===== src/rtl/io_pkg.sv =====
// Shared definitions for the basic-computer I/O and interrupt controller:
// bus source codes, io_op bit positions, FSM states and instruction decode.
package io_pkg;

  // Common-bus source codes driven during the interrupt cycle
  localparam logic [2:0] BUS_NONE = 3'b000;
  localparam logic [2:0] BUS_PC   = 3'b001;
  localparam logic [2:0] BUS_TR   = 3'b101;

  // Bit positions of the register-I/O instructions inside io_op (IR[11:6])
  localparam int OP_INP = 5;
  localparam int OP_OUT = 4;
  localparam int OP_SKI = 3;
  localparam int OP_SKO = 2;
  localparam int OP_ION = 1;
  localparam int OP_IOF = 0;

  // Interrupt sequencer states; PEND doubles as RT0 once sc_t0 arrives
  typedef enum logic [1:0] {
    ST_IDLE = 2'd0,
    ST_PEND = 2'd1,
    ST_RT1  = 2'd2,
    ST_RT2  = 2'd3
  } state_t;

  // One-hot decoded I/O instruction
  typedef struct packed {
    logic inp;
    logic out;
    logic ski;
    logic sko;
    logic ion;
    logic iof;
  } io_dec_t;

  // Reduce io_op to a single instruction; the highest set bit wins so a
  // malformed opcode can never fire two actions in the same cycle.
  function automatic io_dec_t io_decode(input logic [5:0] op);
    io_dec_t d;
    d = '0;
    if (op[OP_INP])      d.inp = 1'b1;
    else if (op[OP_OUT]) d.out = 1'b1;
    else if (op[OP_SKI]) d.ski = 1'b1;
    else if (op[OP_SKO]) d.sko = 1'b1;
    else if (op[OP_ION]) d.ion = 1'b1;
    else if (op[OP_IOF]) d.iof = 1'b1;
    return d;
  endfunction

endpackage


===== src/rtl/io_port.sv =====
// One side of the terminal interface: a status flag plus a DW-bit data
// register. The terminal side handshakes on hs_valid/hs_ready; the CPU side
// either takes the data (cpu_take) or loads new data (cpu_load).
// RX=1: a handshake captures hs_data and sets the flag (input side, INPR/FGI).
// RX=0: cpu_load captures cpu_data and clears the flag; a handshake only
//       sets the flag (output side, OUTR/FGO).
// When a set and a clear coincide the set wins, so a character arriving in
// the same cycle the CPU reads the previous one is never lost.
module io_port
  import io_pkg::*;
#(
  parameter int   DW       = 8,
  parameter bit   RX       = 1'b1,
  parameter logic FLAG_RST = 1'b0
) (
  input  logic          clk,
  input  logic          rst,
  input  logic          hs_valid,
  input  logic          hs_ready,
  input  logic [DW-1:0] hs_data,
  input  logic          cpu_take,
  input  logic          cpu_load,
  input  logic [DW-1:0] cpu_data,
  output logic          flag,
  output logic [DW-1:0] data
);

  logic          flag_reg, flag_next;
  logic [DW-1:0] data_reg, data_next;
  logic          hs_xfer;

  assign hs_xfer = hs_valid & hs_ready;

  // Next flag and data values: handshake sets, CPU access clears, set wins
  always_comb begin
    flag_next = flag_reg;
    data_next = data_reg;
    if (cpu_take || cpu_load) flag_next = 1'b0;
    if (hs_xfer)              flag_next = 1'b1;
    if (hs_xfer && RX)        data_next = hs_data;
    else if (cpu_load)        data_next = cpu_data;
  end

  // Flag and data registers with synchronous reset
  always_ff @(posedge clk) begin
    if (rst) begin
      flag_reg <= FLAG_RST;
      data_reg <= '0;
    end else begin
      flag_reg <= flag_next;
      data_reg <= data_next;
    end
  end

  assign flag = flag_reg;
  assign data = data_reg;

endmodule


===== src/rtl/io_intr_ctrl.sv =====
// I/O and interrupt controller for the 16-bit basic computer. Executes the
// register-I/O instructions (INP, OUT, SKI, SKO, ION, IOF) and sequences the
// three-cycle interrupt cycle RT0-RT2 in the main controller's T0-T2 slots.
module io_intr_ctrl
  import io_pkg::*;
#(
  parameter int DW    = 8,
  parameter int BUS_W = 3
) (
  input  logic             clk,
  input  logic             rst,
  input  logic             sc_t0,
  input  logic             sc_t012,
  input  logic             io_exec,
  input  logic [5:0]       io_op,
  input  logic [DW-1:0]    ac_lo,
  input  logic             in_valid,
  input  logic [DW-1:0]    in_data,
  output logic             in_ready,
  output logic             out_valid,
  output logic [DW-1:0]    out_data,
  input  logic             out_ready,
  output logic [DW-1:0]    inpr,
  output logic             ac_ld_inpr,
  output logic             pc_skip,
  output logic             intr_pend,
  output logic [BUS_W-1:0] bus_sel,
  output logic             ar_clr,
  output logic             tr_ld,
  output logic             mem_wr,
  output logic             pc_clr,
  output logic             pc_inr,
  output logic             sc_clr
);

  state_t  state_reg, state_next;
  logic    ien_reg, ien_next;
  logic    r_reg, r_next;
  logic    fgi, fgo;
  logic    io_ok;
  io_dec_t dec;
  logic    do_inp, do_out, do_ski, do_sko, do_ion, do_iof;

  // Instructions are honoured only while the main controller owns the bus;
  // during RT1/RT2 the interrupt sequencer drives it and io_exec is ignored.
  assign io_ok  = io_exec && (state_reg == ST_IDLE || state_reg == ST_PEND);
  assign dec    = io_decode(io_op);
  assign do_inp = io_ok & dec.inp;
  assign do_out = io_ok & dec.out;
  assign do_ski = io_ok & dec.ski;
  assign do_sko = io_ok & dec.sko;
  assign do_ion = io_ok & dec.ion;
  assign do_iof = io_ok & dec.iof;

  // Terminal handshakes: input accepts while FGI=0, output offers while FGO=0
  assign in_ready  = ~fgi;
  assign out_valid = ~fgo;

  // Input side: INPR/FGI. INP reads the current INPR and clears FGI.
  io_port #(
    .DW       (DW),
    .RX       (1'b1),
    .FLAG_RST (1'b0)
  ) u_in_port (
    .clk      (clk),
    .rst      (rst),
    .hs_valid (in_valid),
    .hs_ready (in_ready),
    .hs_data  (in_data),
    .cpu_take (do_inp),
    .cpu_load (1'b0),
    .cpu_data ({DW{1'b0}}),
    .flag     (fgi),
    .data     (inpr)
  );

  // Output side: OUTR/FGO. OUT loads OUTR from AC[7:0] and clears FGO.
  io_port #(
    .DW       (DW),
    .RX       (1'b0),
    .FLAG_RST (1'b1)
  ) u_out_port (
    .clk      (clk),
    .rst      (rst),
    .hs_valid (out_valid),
    .hs_ready (out_ready),
    .hs_data  ({DW{1'b0}}),
    .cpu_take (1'b0),
    .cpu_load (do_out),
    .cpu_data (ac_lo),
    .flag     (fgo),
    .data     (out_data)
  );

  assign ac_ld_inpr = do_inp;
  assign pc_skip    = (do_ski & fgi) | (do_sko & fgo);
  assign intr_pend  = r_reg;

  // Interrupt sequencer next state, IEN/R updates and interrupt-cycle strobes
  always_comb begin
    state_next = state_reg;
    r_next     = r_reg;
    ien_next   = ien_reg;
    bus_sel    = BUS_W'(BUS_NONE);
    ar_clr     = 1'b0;
    tr_ld      = 1'b0;
    mem_wr     = 1'b0;
    pc_clr     = 1'b0;
    pc_inr     = 1'b0;
    sc_clr     = 1'b0;

    if (do_ion)      ien_next = 1'b1;
    else if (do_iof) ien_next = 1'b0;

    case (state_reg)
      ST_IDLE: begin
        // Only raise R outside T0-T2 so an instruction fetch is never split
        if (!sc_t012 && ien_reg && (fgi || fgo)) begin
          state_next = ST_PEND;
          r_next     = 1'b1;
        end
      end
      ST_PEND: begin
        // RT0: TR <- PC, AR <- 0
        if (sc_t0) begin
          bus_sel    = BUS_W'(BUS_PC);
          tr_ld      = 1'b1;
          ar_clr     = 1'b1;
          state_next = ST_RT1;
        end
      end
      ST_RT1: begin
        // M[0] <- TR (return address), PC <- 0
        bus_sel    = BUS_W'(BUS_TR);
        mem_wr     = 1'b1;
        pc_clr     = 1'b1;
        state_next = ST_RT2;
      end
      ST_RT2: begin
        // PC <- 1, SC <- 0; disabling IEN blocks immediate re-entry
        pc_inr     = 1'b1;
        sc_clr     = 1'b1;
        ien_next   = 1'b0;
        r_next     = 1'b0;
        state_next = ST_IDLE;
      end
      default: begin
        state_next = ST_IDLE;
        r_next     = 1'b0;
      end
    endcase
  end

  // Sequencer state, IEN and R registers with synchronous reset
  always_ff @(posedge clk) begin
    if (rst) begin
      state_reg <= ST_IDLE;
      ien_reg   <= 1'b0;
      r_reg     <= 1'b0;
    end else begin
      state_reg <= state_next;
      ien_reg   <= ien_next;
      r_reg     <= r_next;
    end
  end

  // The main controller must not issue I/O instructions while it has yielded
  // the bus to the interrupt cycle.
  a_no_io_in_rt : assert property (@(posedge clk) disable iff (rst)
    !(io_exec && (state_reg == ST_RT1 || state_reg == ST_RT2)));

endmodule


===== config.mk =====
export PLATFORM = sky130hd
export DESIGN_NAME = io_intr_ctrl
export DESIGN_NICKNAME = d
export VERILOG_FILES = /design/src/rtl/io_pkg.sv /design/src/rtl/io_port.sv /design/src/rtl/io_intr_ctrl.sv
export SDC_FILE = /design/constraint.sdc
export NUM_CORES = 1
export LEC_CHECK = 0
export ABC_AREA = 1
export CAP_MARGIN = 20
export CORE_MARGIN = 4
export CORE_UTILIZATION = 36
export DETAILED_ROUTE_END_ITERATION = 12
export GPL_TIMING_DRIVEN = 1
export PLACE_DENSITY = 0.71
export SLEW_MARGIN = 15
export SYNTH_ARGS = -nofsm -noshare
export SYNTH_HDL_FRONTEND = slang
export SYNTH_HIERARCHICAL = 1
export SYNTH_SLANG_ARGS = --single-unit

===== constraint.sdc =====
create_clock -name clk -period 1.8 [get_ports clk]
set_input_delay 0.27 -clock clk [delete_from_list [all_inputs] [get_ports clk]]
set_output_delay 0.27 -clock clk [all_outputs]
set_load 0.005 [all_outputs]

==> impl_summary.log, run 1 <==
[metrics] result of the run: completed
[metrics] synthesized instance count: 196
[metrics] net total in the final layout: 300
[metrics] layout cells sized above 1: 11.7%
[metrics] CP peak stage delay: 0.50 ns
[metrics] I/O Pins: 59
[metrics] final design utilization: 58.6%
[metrics] mux cell area share after synthesis: 0%
[metrics] Hold Fails Final Rpt: 0
[metrics] number of remaining DRC errors: 0
[metrics] Vias: 1,291
[metrics] critical path, cell by cell: inv_1, buf_4, ha_4, clkdlybuf4s50_1
[metrics] Placer Congestion: 0.834
[metrics] sequential cell area: 442 um^2
[metrics] latest clock arrival within the worst-skew pair: 0.25 ns
[metrics] leakage power of the design: 0.962 nW
[metrics] IR drop worst, VDD: 0.452 mV
[metrics] number of global-route vias before repair: 1,182
[metrics] Max FO, Critical Path: 5
[metrics] number of input and output port buffers inserted: 57
[metrics] dominant register cell in the synthesized netlist: dfxtp_1
[metrics] start-to-end type of the worst setup path: reg2out
[metrics] Final period util: 94.8%
[metrics] CP top delay family: buffers and inverters
[metrics] max-cap viol count: 0
[metrics] reg2reg path depth: 11
[metrics] main area contributors after synthesis: dfxtp_1 33%, nand2_1 14%, inv_1 8.5%
[metrics] H-tree lvl count: 1
[metrics] combined area of the multi-input logic cells: 711 um^2
[metrics] proportion of netlist area held by the largest area contributor: 33.3%
[metrics] CTS buffer count: 3
[metrics] TritonCTS clock tree: yes
[metrics] number of flops mapped to enable cells by yosys: 0
[metrics] DRC violation total after the first TritonRoute iteration: 38
[metrics] main combinational cell family by area after synthesis: simple AND/OR/NAND/NOR gates
[metrics] antenna-violating nets left: 0
[metrics] Reg clk slew, reported paths: 0.07 ns
[metrics] Routed WL per cell: 10.1 um
[metrics] proportion of synthesized flip-flops having asynchronous set or reset: 0%
[metrics] die area: 0.00471 mm^2
[metrics] share of the synthesized netlist area taken by xor and xnor gates: 0%
[metrics] post-synthesis compound-gate area fraction: 6.71%
[metrics] count of pins over their slew limit: 0
[metrics] required time of the critical path: 1.53 ns
[metrics] antenna diode count: 0
[metrics] power density over the cells: 819 mW/mm^2
[metrics] via count normalized by instance count: 4.16
[metrics] global route overflow: 0
[metrics] router iterations before antenna repair: 4
[metrics] number of buffers and inverters on the critical path: 3
[metrics] synthesized cell area: 0.00132 mm^2
[metrics] min Tclk post-route: 1.71 ns
[metrics] worst min-delay path class: reg2reg
[metrics] Achievable Freq: 586 MHz
[metrics] Synth top cells by count: 48 x nand2_1, 30 x inv_1, 25 x nor2_1
[metrics] CP Data Arrival Time: 1.44 ns
[metrics] Worst Setup Slack, final: 0.0932 ns
[metrics] number of register bits inferred by synthesis: 22
[metrics] pre-CTS setup slack: -0.104 ns
[metrics] largest net degree at the start of global routing: 18
[metrics] fraction of the yosys area taken by sequential cells: 33.3%
[metrics] total core area: 0.00344 mm^2
[metrics] initial antenna violation count: 0
[metrics] largest area contributor in the synthesized netlist: dfxtp_1
[metrics] number of failing setup endpoints in the final timing report: 0
[metrics] width of the die: 68.6 um
[metrics] wire length of the first global-routing pass: 4.93 mm
[metrics] number of core rows: 21
[metrics] Synth warnings: 6
[metrics] startpoint of the lowest-slack register-to-register path: state_reg[1]
[metrics] area share of fa/ha/maj cells after synthesis: 4.73%
[metrics] clk sinks: 22
[metrics] unrepaired setup endpoints after global routing: false
[metrics] R2R Path End: u_out_port/flag
[metrics] Clock Path Buffers: 2
[metrics] synthesized area per cell: 6.75 um^2
[metrics] endpoint with the worst hold slack: u_out_port/data[5]
[metrics] post-synthesis simple-gate area fraction: 36.5%
[metrics] final setup TNS: 0 ns
[metrics] Total GRT Usage: 13.6%
[metrics] endpoint class of the critical path: primary output
[metrics] filler cell count: 335
[metrics] Worst Skew: 0.00232 ns
[metrics] Worst setup SP type: register
[metrics] Layout Area Growth over Synthesis: 52.3%
[metrics] initial cell density of the core: 38.5%
[metrics] WL final: 3.13 mm
[metrics] count of different cell masters after synthesis: 25
[metrics] Clk Tree Root Cell: clkbuf_8
[metrics] Critical-path top delay cell: clkdlybuf4s50_1
[metrics] number of cells on the worst hold path: 2
[metrics] dominant cell by count in the synthesized netlist: nand2_1
[metrics] hold_sp: u_out_port/data[5]
[metrics] Reg2Reg Setup Slack: 0.30 ns
[metrics] DP HPWL: 2.42 mm
[metrics] die height: 68.6 um
-- tightest hold or removal path: cells and delay by family, from the launching register on --
kind | cells | cell delay, ns
DFF | 1 | 0.31
and+or+nand+nor | 2 | 0.13
-- how the worst max path moves through the flow --
stage | from | endpoint | slack, ns | depth (start not counted)
detailed placement | io_op[4] | pc_skip | -0.10 | 5
global placement | io_op[4] | pc_skip | -0.11 | 5
finish | state_reg[0] | mem_wr | 0.09 | 4
global route | state_reg[0] | bus_sel[2] | 0.03 | 4
floorplan | state_reg[0] | u_out_port/data[0] | 0.43 | 10
CTS | state_reg[1] | pc_inr | 0.04 | 3
-- cell type report --
type,instances,share of cell area [%]
tap,46,2.86
sequential,22,21.9
timing repair buffer,67,32.0
inverter,32,5.96
clock buffer,3,2.05
multi-input combinational,140,35.3
-- where the power goes --
| part | total, mW | leakage, nW | switching [mW] | internal (mW) |
|---|---|---|---|---|
| clock | 0.294 | 0.0216 | 0.145 | 0.149 |
| combinational | 0.774 | 0.759 | 0.358 | 0.416 |
| sequential | 0.583 | 0.182 | 0.0347 | 0.548 |
-- cell families (layout without fill, tap and decap cells) --
kind of cell,Yosys count,count (layout)
AOI/OAI and AO/OA,17,17
buffers and inverters,44,102
other,1,11
DFF,22,22
adders and majority gates,5,5
and+or+nand+nor,107,107
-- through the flow --
step / power [mW] / instance area [um^2] / hold WS (ns) / instances
floorplan: 1.00 / 1360 / 0.358 / 206
global placement: 1.31 / 1930 / 0.459 / 306
detailed placement: 1.32 / 1930 / 0.464 / 306
CTS: 1.65 / 2000 / 0.474 / 310
global route: 1.78 / 2020 / 0.484 / 310
finish: 1.65 / 2020 / 0.472 / 310
-- per-layer routing --
layer / wire (um) / GRT usage, % / vias to the layer above
li1: - / - / 713
met4: 32 / 4.47 / 0
met1: 1400 / 16.3 / 535
met2: 1460 / 23.2 / 39
met3: 246 / 3.57 / 4
met5: 0 / 0 / -
-- what timing repair did --
item / 4_1_cts / 5_1_grt
pin swaps: 1 / 0
hold buffers: 0 / 0
setup endpoints to repair: 6 / 5
buffers inserted: 1 / 0
resized for setup: 9 / 8
-- layout by cell type, fill, tap and decap left out, types with 2 or more instances in the layout --
cell / count
clkdlybuf4s50_1: 52
nand2_1: 48
inv_1: 29
nor2_1: 24
nand3_1: 22
dfxtp_1: 21
a21oi_1: 14
conb_1: 11
buf_4: 10
nand2_2: 4
clkbuf_8: 3
inv_2: 2
o21ai_0: 2
ha_1: 2
ha_4: 2
dlymetal6s2s_1: 2
Note: power is estimated with default switching activity, not from simulation.
==> run 2: changes to the inputs <==
--- a/config.mk
+++ b/config.mk
@@ -8,12 +8,11 @@
 export ABC_AREA = 1
 export CAP_MARGIN = 20
 export CORE_MARGIN = 4
-export CORE_UTILIZATION = 36
+export CORE_UTILIZATION = 37
 export DETAILED_ROUTE_END_ITERATION = 12
 export GPL_TIMING_DRIVEN = 1
-export PLACE_DENSITY = 0.71
+export PLACE_DENSITY = 0.79
 export SLEW_MARGIN = 15
 export SYNTH_ARGS = -nofsm -noshare
 export SYNTH_HDL_FRONTEND = slang
-export SYNTH_HIERARCHICAL = 1
 export SYNTH_SLANG_ARGS = --single-unit
==> run 2 against run 1 <==
  * Sequential power increased by 3.6%
  * Critical endpoint is now pc_skip
  * Largest cell class is now non-clock buffers
  * Critical path depth up 3
  * Flip-flop and latch count did not move
  * Global-route usage up 3.9 points
==> impl_summary.log, run 2 <==
[metrics] min Tclk post-route: 1.78 ns (+0.0740 ns)
[metrics] Total GRT Usage: 17.5% (+3.9 points)
[metrics] Clk Tree Root Cell: clkbuf_4
[metrics] leakage power of the design: 0.754 nW (-22%)
[metrics] Worst Skew: 0.00530 ns (+0.00298 ns)
[metrics] most used cells in the layout excluding fill and tap cells: 52 x clkdlybuf4s50_1, 39 x nor2_1, 20 x dfxtp_1, 18 x o21ai_0, 10 x buf_4
[metrics] synthesized cell area: 0.00102 mm^2 (-23%)
[metrics] number of remaining DRC errors: 0 (unchanged)
[metrics] Synth warnings: 0 (-6)
[metrics] non-filler cells, final: 231 (-25%)
[metrics] number of core rows: 18 (-14%)
[metrics] via count normalized by instance count: 4.76 (+14%)
[metrics] Reg clk slew, reported paths: 0.11 ns (+0.04 ns)
[metrics] Final period util: 98.9% (+4.1 points)
[metrics] CP top delay family: flip-flops
[metrics] TritonCTS clock tree: yes
[metrics] total core area: 0.00254 mm^2 (-26%)
[metrics] IR drop worst, VDD: 0.900 mV (+99%)
[metrics] power density over the cells: 974 mW/mm^2 (+19%)
[metrics] Mapped Nets: 171
[metrics] Hold Fails Final Rpt: 0 (unchanged)
[metrics] H-tree lvl count: 1 (unchanged)
[metrics] endpoint class of the critical path: primary output
[metrics] required time of the critical path: 1.53 ns (about the same)
[metrics] die height: 60.5 um (-12%)
[metrics] Placer Congestion: 0.750 (-10%)
[metrics] antenna-violating nets left: 0 (unchanged)
[metrics] Synth top cells by count: 39 x nor2_1, 22 x dfxtp_1, 18 x o21ai_0
[metrics] fraction of the yosys area taken by sequential cells: 43.1% (+9.9 points)
[metrics] cell area reported after detailed placement: 0.00165 mm^2 (-15%)
[metrics] global route overflow: 0 (unchanged)
[metrics] part of the total power dissipated in the clock network: 12.5% (-5.3 points)
[metrics] switching share of power: 34.8% (+2.3 points)
[metrics] critical path, cell by cell: inv_4, ha_2, inv_2, nand2_2, nand4_1, a211oi_2, buf_2
[metrics] CP peak stage delay: 0.35 ns (-0.15 ns)
[metrics] count of different cell masters after synthesis: 20 (-20%)
[metrics] antenna diode count: 0 (unchanged)
[metrics] number of placed cells counting well taps: 226 (-26%)
[metrics] main area contributors after synthesis: dfxtp_1 43%, nor2_1 14%, o21ai_0 8.8%
[metrics] I/O Pins: 59 (unchanged)
[metrics] number of flops mapped to enable cells by yosys: 0 (unchanged)
[metrics] Clock Path Buffers: 2 (unchanged)
[metrics] DRC violation total after the first TritonRoute iteration: 19 (-50%)
[metrics] combinational share of power: 51.5% (+4.6 points)
[metrics] CTS buffer count: 3 (unchanged)
[metrics] start-to-end type of the worst setup path: reg2out
[metrics] proportion of netlist area held by the largest area contributor: 43.1% (+9.9 points)
[metrics] result of the run: completed
[metrics] max-cap viol count: 0 (unchanged)
[metrics] synthesized instance count: 137 (-30%)
[metrics] count of pins over their slew limit: 0 (unchanged)
[metrics] Vias: 1,100 (-15%)
[metrics] number of stages on the worst setup path: 7 (+3)
[metrics] layout cells sized above 1: 17.4% (+5.7 points)
[metrics] number of input and output port buffers inserted: 57 (unchanged)
[metrics] Critical-path top delay cell: dfxtp_2
[metrics] reported net switching power: 0.584 mW (+8.7%)
[metrics] Achievable Freq: 562 MHz (-4.2%)
[metrics] die area: 0.00366 mm^2 (-22%)
[metrics] width of the die: 60.5 um (-12%)
[metrics] WL final: 2.94 mm (-6.0%)
[metrics] final setup TNS: 0 ns (unchanged)
[metrics] number of buffers and inverters on the critical path: 3 (unchanged)
[metrics] Worst setup SP type: register
[metrics] unrepaired setup endpoints after global routing: true
[metrics] final design utilization: 67.7% (+9.1 points)
[metrics] Layout Area Growth over Synthesis: 68.6%
[metrics] proportion of power drawn by flip-flops and latches: 36.0% (+0.7 points)
[metrics] dominant register cell in the synthesized netlist: dfxtp_1
[metrics] proportion of synthesized flip-flops having asynchronous set or reset: 0% (unchanged)
[metrics] reg2reg path depth: 10 (-1)
[metrics] internal power: 1.09 mW (-1.8%)
[metrics] Max FO, Critical Path: 3 (-2)
[metrics] largest net degree at the start of global routing: 20 (+2)
[metrics] latest clock arrival within the worst-skew pair: 0.30 ns (+0.05 ns)
[metrics] area of all placed cells without fillers: 0.00172 mm^2 (-15%)
[metrics] wire length of the first global-routing pass: 4.77 mm (-3.1%)
[metrics] quantity of hold-fixing buffers added after cts: 0 (unchanged)
[metrics] number of failing setup endpoints in the final timing report: 0 (unchanged)
[metrics] largest area contributor in the synthesized netlist: dfxtp_1
[metrics] dominant cell by count in the synthesized netlist: nor2_1
[metrics] DP HPWL: 2.29 mm (-5.4%)
[metrics] Routed WL per cell: 12.7 um (+26%)
[metrics] synthesized area per cell: 7.45 um^2 (+10%)
[metrics] number of cells on the worst hold path: 2 (unchanged)
[metrics] initial cell density of the core: 40.1% (+1.7 points)
[metrics] worst min-delay path class: reg2reg
[metrics] CP Data Arrival Time: 1.51 ns (+0.07 ns)
[metrics] number of register bits inferred by synthesis: 22 (unchanged)
[metrics] clk sinks: 22 (unchanged)
[metrics] net total in the final layout: 237 (-21%)
[metrics] router iterations before antenna repair: 4 (unchanged)
[metrics] number of global-route vias before repair: 1,132 (-4.2%)
[metrics] leading cell type in the layout, fill and taps excluded: clkdlybuf4s50_1
[metrics] initial antenna violation count: 0 (unchanged)
==> run 2: cell type report <==
| cell class | count | area [um^2] |
|---|---|---|
| multi-input combinational | 92 | 504 |
| sequential | 22 | 443 |
| inverter | 17 | 71.3 |
| tap | 30 | 37.5 |
| fill | 220 | 823 |
| clock buffer | 3 | 22.5 |
| timing repair buffer | 67 | 643 |
==> run 2: logic make-up (layout without fill, tap and decap cells) <==
kind of cell / Yosys count / count (layout) / share of synthesized area, %
buffers and inverters: 23 / 87 / 10.9
DFF: 22 / 22 / 43.1
and+or+nand+nor: 58 / 58 / 25.0
AOI/OAI and AO/OA: 28 / 28 / 14.5
other: 1 / 1 / 0.367
adders and majority gates: 5 / 5 / 6.13
==> run 2: worst paths after layout <==
path                      startpoint                 end  slack, ns
setup / recovery        state_reg[1]             pc_skip       0.02
hold / removal    u_out_port.data[4]  u_out_port.data[4]       0.49
setup reg to reg        state_reg[1]  u_out_port.data[7]       0.35
hold reg to reg   u_out_port.data[4]  u_out_port.data[4]       0.49
==> run 2: what timing repair did <==
item,CTS,global route
resized for setup,12,9
gates cloned,0,0
endpoints found under the setup margin,8,8
pin swaps,1,1
setup buffers,1,1
==> run 2: through the flow <==
stage	hold WS (ns)	power (mW)	setup slack (ns)
2_1_floorplan	0.339	1.02	0.536
3_3_place_gp	0.463	1.36	-0.0424
3_5_place_dp	0.476	1.40	-0.186
4_1_cts	0.497	1.65	-0.0895
5_1_grt	0.517	1.81	-0.0969
6_report	0.493	1.68	0.0192
==> run 2: power groups by stage <==
| stage | logic [mW] | registers (mW) | clock network [mW] |
|---|---|---|---|
| global route | 0.955 | 0.615 | 0.237 |
| detailed placement | 0.797 | 0.602 | 0 |
| CTS | 0.838 | 0.593 | 0.220 |
| floorplan | 0.413 | 0.605 | 0 |
| global placement | 0.765 | 0.598 | 0 |
| finish | 0.863 | 0.604 | 0.209 |
==> run 2: layer usage <==
| metal | track usage (%) | up-vias | wire [um] |
|---|---|---|---|
| li1 | - | 561 | - |
| met1 | 19.5 | 496 | 1180 |
| met2 | 33.0 | 41 | 1530 |
| met3 | 1.91 | 2 | 202 |
| met4 | 7.74 | 0 | 27 |
| met5 | 0 | - | 0 |
==> run 2: tightest hold or removal path, stage by stage, from the launching register on <==
cell	delay [ns]
dfxtp_1	0.34
nor2_1	0.05
nor2_1	0.08
